--- src/rtl/motor_cmd_sequencer.sv ---
`default_nettype none
// ============================================================================
// Module   : motor_cmd_sequencer
// Purpose  : Arbitrates manual/autonomous drive requests into PWM-gated
//            H-bridge drives with dwell, dead-time and a manual watchdog.
// Revision : 1.0  initial release
// ============================================================================
module motor_cmd_sequencer #(
    parameter int DEAD_CYCLES = 8,
    parameter int MIN_DWELL   = 64,
    parameter int WDOG_CYCLES = 1024
) (
    input  logic       clk,
    input  logic       rst_n,
    input  logic       ena,
    input  logic [1:0] auto_cmd,
    input  logic       auto_valid,
    input  logic [1:0] man_cmd,
    input  logic       man_valid,
    input  logic       man_mode,
    input  logic [3:0] duty,
    output logic       motor_a_fwd,
    output logic       motor_a_rev,
    output logic       motor_b_fwd,
    output logic       motor_b_rev,
    output logic [1:0] state_o,
    output logic [1:0] cur_cmd,
    output logic       wdog_trip
);

    localparam int DW_W = $clog2(MIN_DWELL + 1);
    localparam int DE_W = $clog2(DEAD_CYCLES + 1);
    localparam int WD_W = $clog2(WDOG_CYCLES + 1);

    typedef enum logic [1:0] {
        ST_IDLE = 2'b00,
        ST_RUN  = 2'b01,
        ST_DEAD = 2'b10
    } state_t;

    state_t          r_state, w_state_nx;
    logic [1:0]      r_cur, w_cur_nx;
    logic [1:0]      r_pend, w_pend_nx;
    logic [DW_W-1:0] r_dwell, w_dwell_nx;
    logic [DE_W-1:0] r_dead, w_dead_nx;
    logic [3:0]      r_pwm, w_pwm_nx;
    logic [WD_W-1:0] r_wdog;
    logic            r_trip;
    logic            r_mode_prev;
    logic [3:0]      r_drv;   // {a_fwd, a_rev, b_fwd, b_rev}

    logic       w_req_valid;
    logic [1:0] w_req_cmd;
    logic       w_mode_chg;
    logic       w_wdog_expire;
    logic       w_move;
    logic       w_force_idle;

    // ena low is folded in as a valid standby request from either source
    assign w_req_valid   = ~ena | (man_mode ? man_valid : auto_valid);
    assign w_req_cmd     = ~ena ? 2'b00 : (man_mode ? man_cmd : auto_cmd);
    assign w_mode_chg    = man_mode ^ r_mode_prev;
    assign w_wdog_expire = man_mode & ~man_valid & ~w_mode_chg &
                           (r_wdog == WD_W'(WDOG_CYCLES - 1));
    assign w_move        = w_req_valid & (w_req_cmd != 2'b00);
    assign w_force_idle  = (w_req_valid & (w_req_cmd == 2'b00)) | w_mode_chg | w_wdog_expire;

    always_comb begin
        w_state_nx = r_state;
        w_cur_nx   = r_cur;
        w_pend_nx  = r_pend;
        w_dwell_nx = r_dwell;
        w_dead_nx  = r_dead;
        w_pwm_nx   = r_pwm;
        case (r_state)
            ST_IDLE: begin
                if (w_move) begin
                    w_state_nx = ST_RUN;
                    w_cur_nx   = w_req_cmd;
                    w_dwell_nx = '0;
                    w_pwm_nx   = '0;
                end
            end
            ST_RUN: begin
                if (w_force_idle) begin
                    w_state_nx = ST_IDLE;
                end else if (w_move && (w_req_cmd != r_cur) &&
                             (r_dwell == DW_W'(MIN_DWELL))) begin
                    w_state_nx = ST_DEAD;
                    w_pend_nx  = w_req_cmd;
                    w_dead_nx  = '0;
                end else begin
                    if (r_dwell != DW_W'(MIN_DWELL))
                        w_dwell_nx = r_dwell + 1'b1;
                    w_pwm_nx = r_pwm + 1'b1;
                end
            end
            ST_DEAD: begin
                if (w_force_idle) begin
                    w_state_nx = ST_IDLE;
                end else begin
                    if (w_move)
                        w_pend_nx = w_req_cmd;
                    // a request landing in the final dead cycle is still honoured
                    if (r_dead == DE_W'(DEAD_CYCLES - 1)) begin
                        w_state_nx = ST_RUN;
                        w_cur_nx   = w_pend_nx;
                        w_dwell_nx = '0;
                        w_pwm_nx   = '0;
                    end else begin
                        w_dead_nx = r_dead + 1'b1;
                    end
                end
            end
            default: w_state_nx = ST_IDLE;
        endcase
    end

    always_ff @(posedge clk or negedge rst_n) begin
        if (!rst_n) begin
            r_state     <= ST_IDLE;
            r_cur       <= '0;
            r_pend      <= '0;
            r_dwell     <= '0;
            r_dead      <= '0;
            r_pwm       <= '0;
            r_wdog      <= '0;
            r_trip      <= 1'b0;
            r_mode_prev <= 1'b0;
            r_drv       <= '0;
        end else begin
            r_state     <= w_state_nx;
            r_cur       <= w_cur_nx;
            r_pend      <= w_pend_nx;
            r_dwell     <= w_dwell_nx;
            r_dead      <= w_dead_nx;
            r_pwm       <= w_pwm_nx;
            r_mode_prev <= man_mode;

            if (!man_mode || man_valid || w_mode_chg || w_wdog_expire)
                r_wdog <= '0;
            else
                r_wdog <= r_wdog + 1'b1;

            if (man_valid)
                r_trip <= 1'b0;
            else if (w_wdog_expire)
                r_trip <= 1'b1;

            // one-hot per motor side, so fwd and rev can never coincide
            r_drv <= 4'b0000;
            if ((r_state == ST_RUN) && (r_pwm < duty)) begin
                case (r_cur)
                    2'b01:   r_drv <= 4'b1010;
                    2'b10:   r_drv <= 4'b1001;
                    2'b11:   r_drv <= 4'b0110;
                    default: r_drv <= 4'b0000;
                endcase
            end
        end
    end

    assign motor_a_fwd = r_drv[3];
    assign motor_a_rev = r_drv[2];
    assign motor_b_fwd = r_drv[1];
    assign motor_b_rev = r_drv[0];
    assign state_o     = r_state;
    assign cur_cmd     = (r_state == ST_RUN) ? r_cur : 2'b00;
    assign wdog_trip   = r_trip;

endmodule
`default_nettype wire

--- config.mk ---
export PLATFORM = sky130hd
export DESIGN_NAME = motor_cmd_sequencer
export DESIGN_NICKNAME = d
export VERILOG_FILES = /design/src/rtl/motor_cmd_sequencer.sv
export SDC_FILE = /design/constraint.sdc
export NUM_CORES = 1
export LEC_CHECK = 0
export BUFFER_PORTS_ARGS = -buffer_cell sky130_fd_sc_hd__buf_2
export CAP_MARGIN = 40
export CORE_ASPECT_RATIO = 1.4
export CORE_MARGIN = 1
export CORE_UTILIZATION = 40
export DETAILED_ROUTE_END_ITERATION = 10
export SYNTH_ARGS = -nofsm -noshare
export SYNTH_HDL_FRONTEND = slang
export SYNTH_SLANG_ARGS = --single-unit
--- constraint.sdc ---
create_clock -name clk -period 6.56 [get_ports clk]
set_clock_uncertainty 0.1 [all_clocks]
set_input_delay 1.312 -clock clk [delete_from_list [all_inputs] [get_ports clk]]
set_output_delay 1.312 -clock clk [all_outputs]
set_load 0.03 [all_outputs]
# Yosys cells after proc, flatten, opt, wreduce, memory -nomap -nowiden
# Cells that the tools add are included.
[classes]
shifts = 0
n_addsub = 4
n_eq_ne = 20
n_mux = 42
div_mod_pow = 0
order_cmp = 1
reduce_logical = 20
n_bitwise = 12
multipliers = 0
[op_table]
columns = ["op", "n"]
rows = [
  ["2-to-1 mux 7 bit", 6],
  ["2-to-1 mux 4 bit", 10],
  ["2-to-1 mux 2 bit", 15],
  ["case mux 4 bit (3 select lines)", 2],
  ["case mux 7 bit (3 select lines)", 1],
  ["!= test 2 bit (second input constant)", 8],
  ["adder 11 x 1 -> 11 bit (second input constant)", 1],
  ["== test 11 x 10 -> 1 bit (second input constant)", 1],
  ["2-to-1 mux 11 bit", 1],
  ["adder 4 x 1 -> 4 bit (second input constant)", 2],
  ["case mux 2 bit (2 select lines)", 2],
  ["case mux 4 bit (2 select lines)", 1],
  ["AND reduction 4 bit", 2],
  ["nonzero test 2 bit", 4],
  ["adder 7 x 1 -> 7 bit (second input constant)", 1],
  ["== test 7 bit (second input constant)", 1],
  ["!= test 7 bit (second input constant)", 1],
  ["AND reduction 7 bit", 1],
  ["== test 2 bit (second input constant)", 3],
  ["!= test 3 bit (second input constant)", 2],
  ["case mux 2 bit (3 select lines)", 1],
  ["AND reduction 6 bit", 1],
  ["bitwise AND 1 bit", 5],
  ["AND reduction 5 bit", 1],
  ["14 further kinds", 26],
]
[word_totals]
n_memories = 0
latch_bits = 0
reg_bits = 38
word_cells = 109
output_inout_bits = 9
rom_bits = 0
ram_bits = 0

# Longest topological paths before layout
[depth]
word_depth = 9
depth_mapped = 8
mapped_depth_nobuf = 7

# Worst setup path before layout
# No wires, ideal clock.
[synth_path]
kind = "in2reg"
from = "in man_mode"
to = "reg r_dead[2]"
cell_stages = 6
setup_time_ns = 0.124
path_slack_ns = 3.319
arrival_ns = 3.017
cell_sequence = "mux2_4 > a2111o_1 > a211oi_2 > a22oi_1 > or2_4 > a211o_1"
[synth_between]
elab_chain_cells = 8
[synth_lines]
columns = ["element", "line_no", "text"]
rows = [
  ["from (decl)", "20", "input logic man_mode,"],
  ["2-to-1 mux 2 bit (2 in a row)", "61", "assign w_req_cmd = ~ena ? 2'b00 : (man_mode ? man_cmd : auto_cmd);"],
  ["logical NOT 2 bit / nonzero test 2 bit (equally long branches)", "66, 65", ""],
  ["bitwise AND 1 bit, on equally long branches", "66, 65", ""],
  ["OR 1 bit / logical AND 1 bit (equally long branches) (2 in a row)", "66, 87", ""],
  ["!= test 2 bit (no line)", "-", ""],
  ["AND reduction 5 bit (no line) *", "-", ""],
  ["to (signal assigned)", "136", "r_dead <= w_dead_nx;"],
  ["to (decl)", "45", "logic [DE_W-1:0] r_dead, w_dead_nx;"],
]
# Every way passes the cells marked *; elsewhere a longest branch is shown, timed or not.
# A chain may end at the register's enable or synchronous reset.

# Worst setup path after layout
[layout_path]
from = "in man_mode"
to = "reg r_dwell[0]"
[layout_between]
elab_chain_cells = 8
[layout_lines]
columns = ["element", "line_no", "text"]
rows = [
  ["2-to-1 mux 2 bit (2 in a row)", "61", ""],
  ["logical NOT 2 bit / nonzero test 2 bit (equally long branches)", "66, 65", ""],
  ["bitwise AND 1 bit, on equally long branches", "66, 65", ""],
  ["OR 1 bit / logical AND 1 bit (equally long branches) (2 in a row)", "66, 87", ""],
  ["!= test 2 bit (no line)", "-", ""],
  ["AND reduction 7 bit (no line) *", "-", ""],
  ["to (signal assigned)", "135", "r_dwell <= w_dwell_nx;"],
  ["to (decl)", "44", "logic [DW_W-1:0] r_dwell, w_dwell_nx;"],
]
# Marked as above.

==> impl_results.md <==
- Layout fillers: 503
- First-pass DRT Iterations: 4
- Mapped Area: around 0.0022 mm^2
- Status: complete, no violations
- Final setup margin: 3.02 ns
- Hold path depth: 1
- Final ANT Viol Nets: 0
- EDFF count, synth: 0
- Synth warn: 0
- Residual DRC: 0
- Period utilisation layout: between 50% and 60%
- Routability cong.: 0.733
- Largest stage delay, worst path: 0.83 ns
- Depth of the worst register-to-register path: 7
- Cell internal pwr: 0.467 mW
- Post-synthesis cell type count: 51
- Commonest non-fill, non-tap cells in the layout: dfrtp_1, nor2_1, buf_2
- Startpoint types: primary input
- Die area: 0.00572 mm^2
- Insertion delay to the later sink of the worst-skew pair: between 0.2 and 0.3 ns
- Die height: 89.1 um
- Min-Delay Path Class: reg -> reg
- Clock-pin slew on the worst setup and hold paths: 0.08 ns
- Sequential power share: 43.4%
- Fmax: 282 MHz
- Fin Hold WS: 0.377 ns
- Critical path data arrival time: 3.62 ns
- Combinational power share: between 20% and 30%
- Setup TNS Final: 0 ns
- Initial antenna violation count: 0
- Avg Inst Size Synth: 9.63 um^2
- H-tree depth: 2
- Cells after synthesis: 225
- Core area: 0.00520 mm^2
- Antenna cell count: 0
- Final Instance Count excl. Fillers: 319
- Gr usage total: 16.8%
- Layout area overhead: 14.3%
- Register area share after synthesis: 43.9%
- Via Count: 1673
- DP Wirelength: ~3.1 mm
- Clock power frac: 26.9%
- Clock Path Buffers: 2
- Placed Cells incl. Taps: about 310
- Final setup vio count: 0
- Total wire length: 4.18 mm
- Port Buf Inserts: 22
- Static Leak: 1.21 nW
- Row cnt: 31
- Setup CP Type: in -> reg
- Sw frac: 35.8%
- Design area: 0.00248 mm^2
- Storage cell area: about 950 um^2
- Share of flip-flops with an asynchronous set or reset: 100%
- Number of synthesized register bits: 38
- Layout cell share with drive strength beyond 1: 15.8%
- GRT Residual Overflow: 0
- Worst Setup SP: man_mode
- Crit path time final: 3.54 ns
- Number of global-route vias before repair: 1684
- Hold-fix buffers, CTS: 0
- Largest net degree at the start of global routing: 37
- Max cap viols: 0
- Final #Nets: 279
- Psw: around 0.26 mW
- CP max stage cell: o31ai_1
- Fin. Hold Viols: 0
- Root Buffer: clkbuf_8
- CTS tree: done
- Unrepaired setup endpoints after global routing: no
- WP data required: 6.64 ns
- Final Slew Violations: 0
- Peak supply drop: approximately 0.14 mV
- Post-synth top flop: dfrtp_1
- Drt initial violations: 98
- # clock sinks: 38
- Most common cell after layout, fill and taps aside: dfrtp_1
- Cell Chain, Critical Path: buf_2, or2_2, o22ai_1, nand3_1, o31ai_1, nor2_1, mux2_2
- Worst slack, placed: 2.69 ns
- Power Density: approximately 290 mW/mm^2
- Post-synthesis net count: between 200 and 300
- Area of the multi-input gates: 0.00115 mm^2
- CTS Buf Count: 5
- Post-cts gate resize count: 0
- Hold_sp: r_dwell[6]
- Io pins: 23
- CP max FO: 12
- Worst Tran Pin Value: slightly above 0.8 ns
- CP Capture Type: flop
- Initial core utilization: 41.7%
- R2R Path Start: r_wdog[0]
- Wire length per cell: 13.1 um
- Post-CTS setup buffers: 0
- Dpl cell area: 0.00237 mm^2
- First-pass GRT wire length: about 7.4 mm
- Vias per Instance: 5.24
- DIE WIDTH: between 60 and 70 um
- Max-slew headroom: roughly 45%
==> registers in the layout, indices dropped and copies added, names as in the netlist <==
signal / cells
r_cur: 2
r_pwm: 4
wdog_trip: 1
r_dwell: 7
r_pend: 2
r_drv: 4
r_dead: 4
state_o: 2
r_mode_prev: 1
r_wdog: 11
==> Yosys cell counts (2+ instances only) <==
library cell / number / share of area [%]
o32a_1: 2 / 0.92
clkbuf_1: 3 / 0.52
a211o_1: 4 / 1.6
and3_1: 6 / 1.7
nand2b_1: 5 / 1.4
xor2_1: 4 / 1.6
o31ai_1: 2 / 0.69
a22oi_1: 2 / 0.69
mux2_2: 2 / 1.0
o21ba_2: 2 / 0.92
a21o_1: 3 / 1.0
and4_1: 3 / 1.2
nor3_1: 3 / 0.69
nand3b_1: 2 / 0.69
o22ai_1: 2 / 0.58
nor2_1: 30 / 5.2
or2_2: 2 / 0.58
nor3b_1: 5 / 1.7
dfrtp_1: 38 / 44
mux2i_1: 2 / 0.92
ha_1: 13 / 7.5
a21oi_1: 7 / 1.6
inv_1: 13 / 2.3
o21ai_0: 5 / 1.2
nand3_1: 12 / 2.8
and2_1: 6 / 1.7
o41ai_1: 2 / 0.81
nor2b_1: 5 / 1.4
nand4_1: 2 / 0.58
nand2_1: 13 / 2.3
xnor2_1: 4 / 1.6
a31oi_1: 2 / 0.58
==> per-stage QoR <==
stage                     util, %  power, mW
after floorplan                 -      0.472
after global placement       45.2      0.535
after detailed placement     45.5      0.540
after CTS                    47.6      0.739
after global routing         47.6      0.779
final                        47.6      0.727
==> power groups by stage <==
stage               sequential [mW]  clock, mW  combinational (mW)
floorplan                     0.326          0               0.146
CTS                           0.316      0.203               0.220
detailed placement            0.321          0               0.219
finish                        0.316      0.196               0.216
global placement              0.321          0               0.214
global route                  0.323      0.210               0.245
==> worst max-delay path: cells and delay by family <==
| kind | cells | cell delay [ns] |
|---|---|---|
| buffers and inverters | 1 | 0.15 |
| AO/OA/AOI/OAI | 2 | 1.01 |
| AND/OR/NAND/NOR | 3 | 0.85 |
| multiplexers | 1 | 0.31 |
==> cell type report <==
type,count,area share [%]
multi-input cells,171,46.6
flip-flops and latches,38,38.4
repair buffers,23,5.26
well taps,66,3.34
clock buffers,5,2.78
inverters,13,1.97
clock inverters,3,1.62
==> logic make-up (layout without fill, tap and decap cells) <==
family	Yosys count	in the layout	share of synthesized area, %
adders and majority gates	13	13	7.51
buffers and inverters	16	44	2.77
and+or+nand+nor	101	101	24.8
muxes	5	5	2.66
AOI/OAI and AO/OA	44	44	15.1
DFF	38	38	43.9
xor gates and xnor gates	8	8	3.23
==> final timing paths <==
path | slack (ns) | to
setup / recovery | 3.02 | r_dwell[0]
hold / removal | 0.38 | r_dwell[6]
setup reg to reg | 3.62 | r_dwell[0]
max in group asynchronous | 5.26 | r_dead[0]
hold reg to reg | 0.38 | r_dwell[6]
min in group asynchronous | 0.70 | r_drv[1]
==> routing by layer <==
layer,up-vias,global-route usage (%),routed length [um]
li1,858,-,-
met1,785,18.2,1810
met2,25,31.9,2210
met3,5,3.57,111
met4,0,6.67,57
met5,-,0,0
Power figures use the tool's default switching activity.
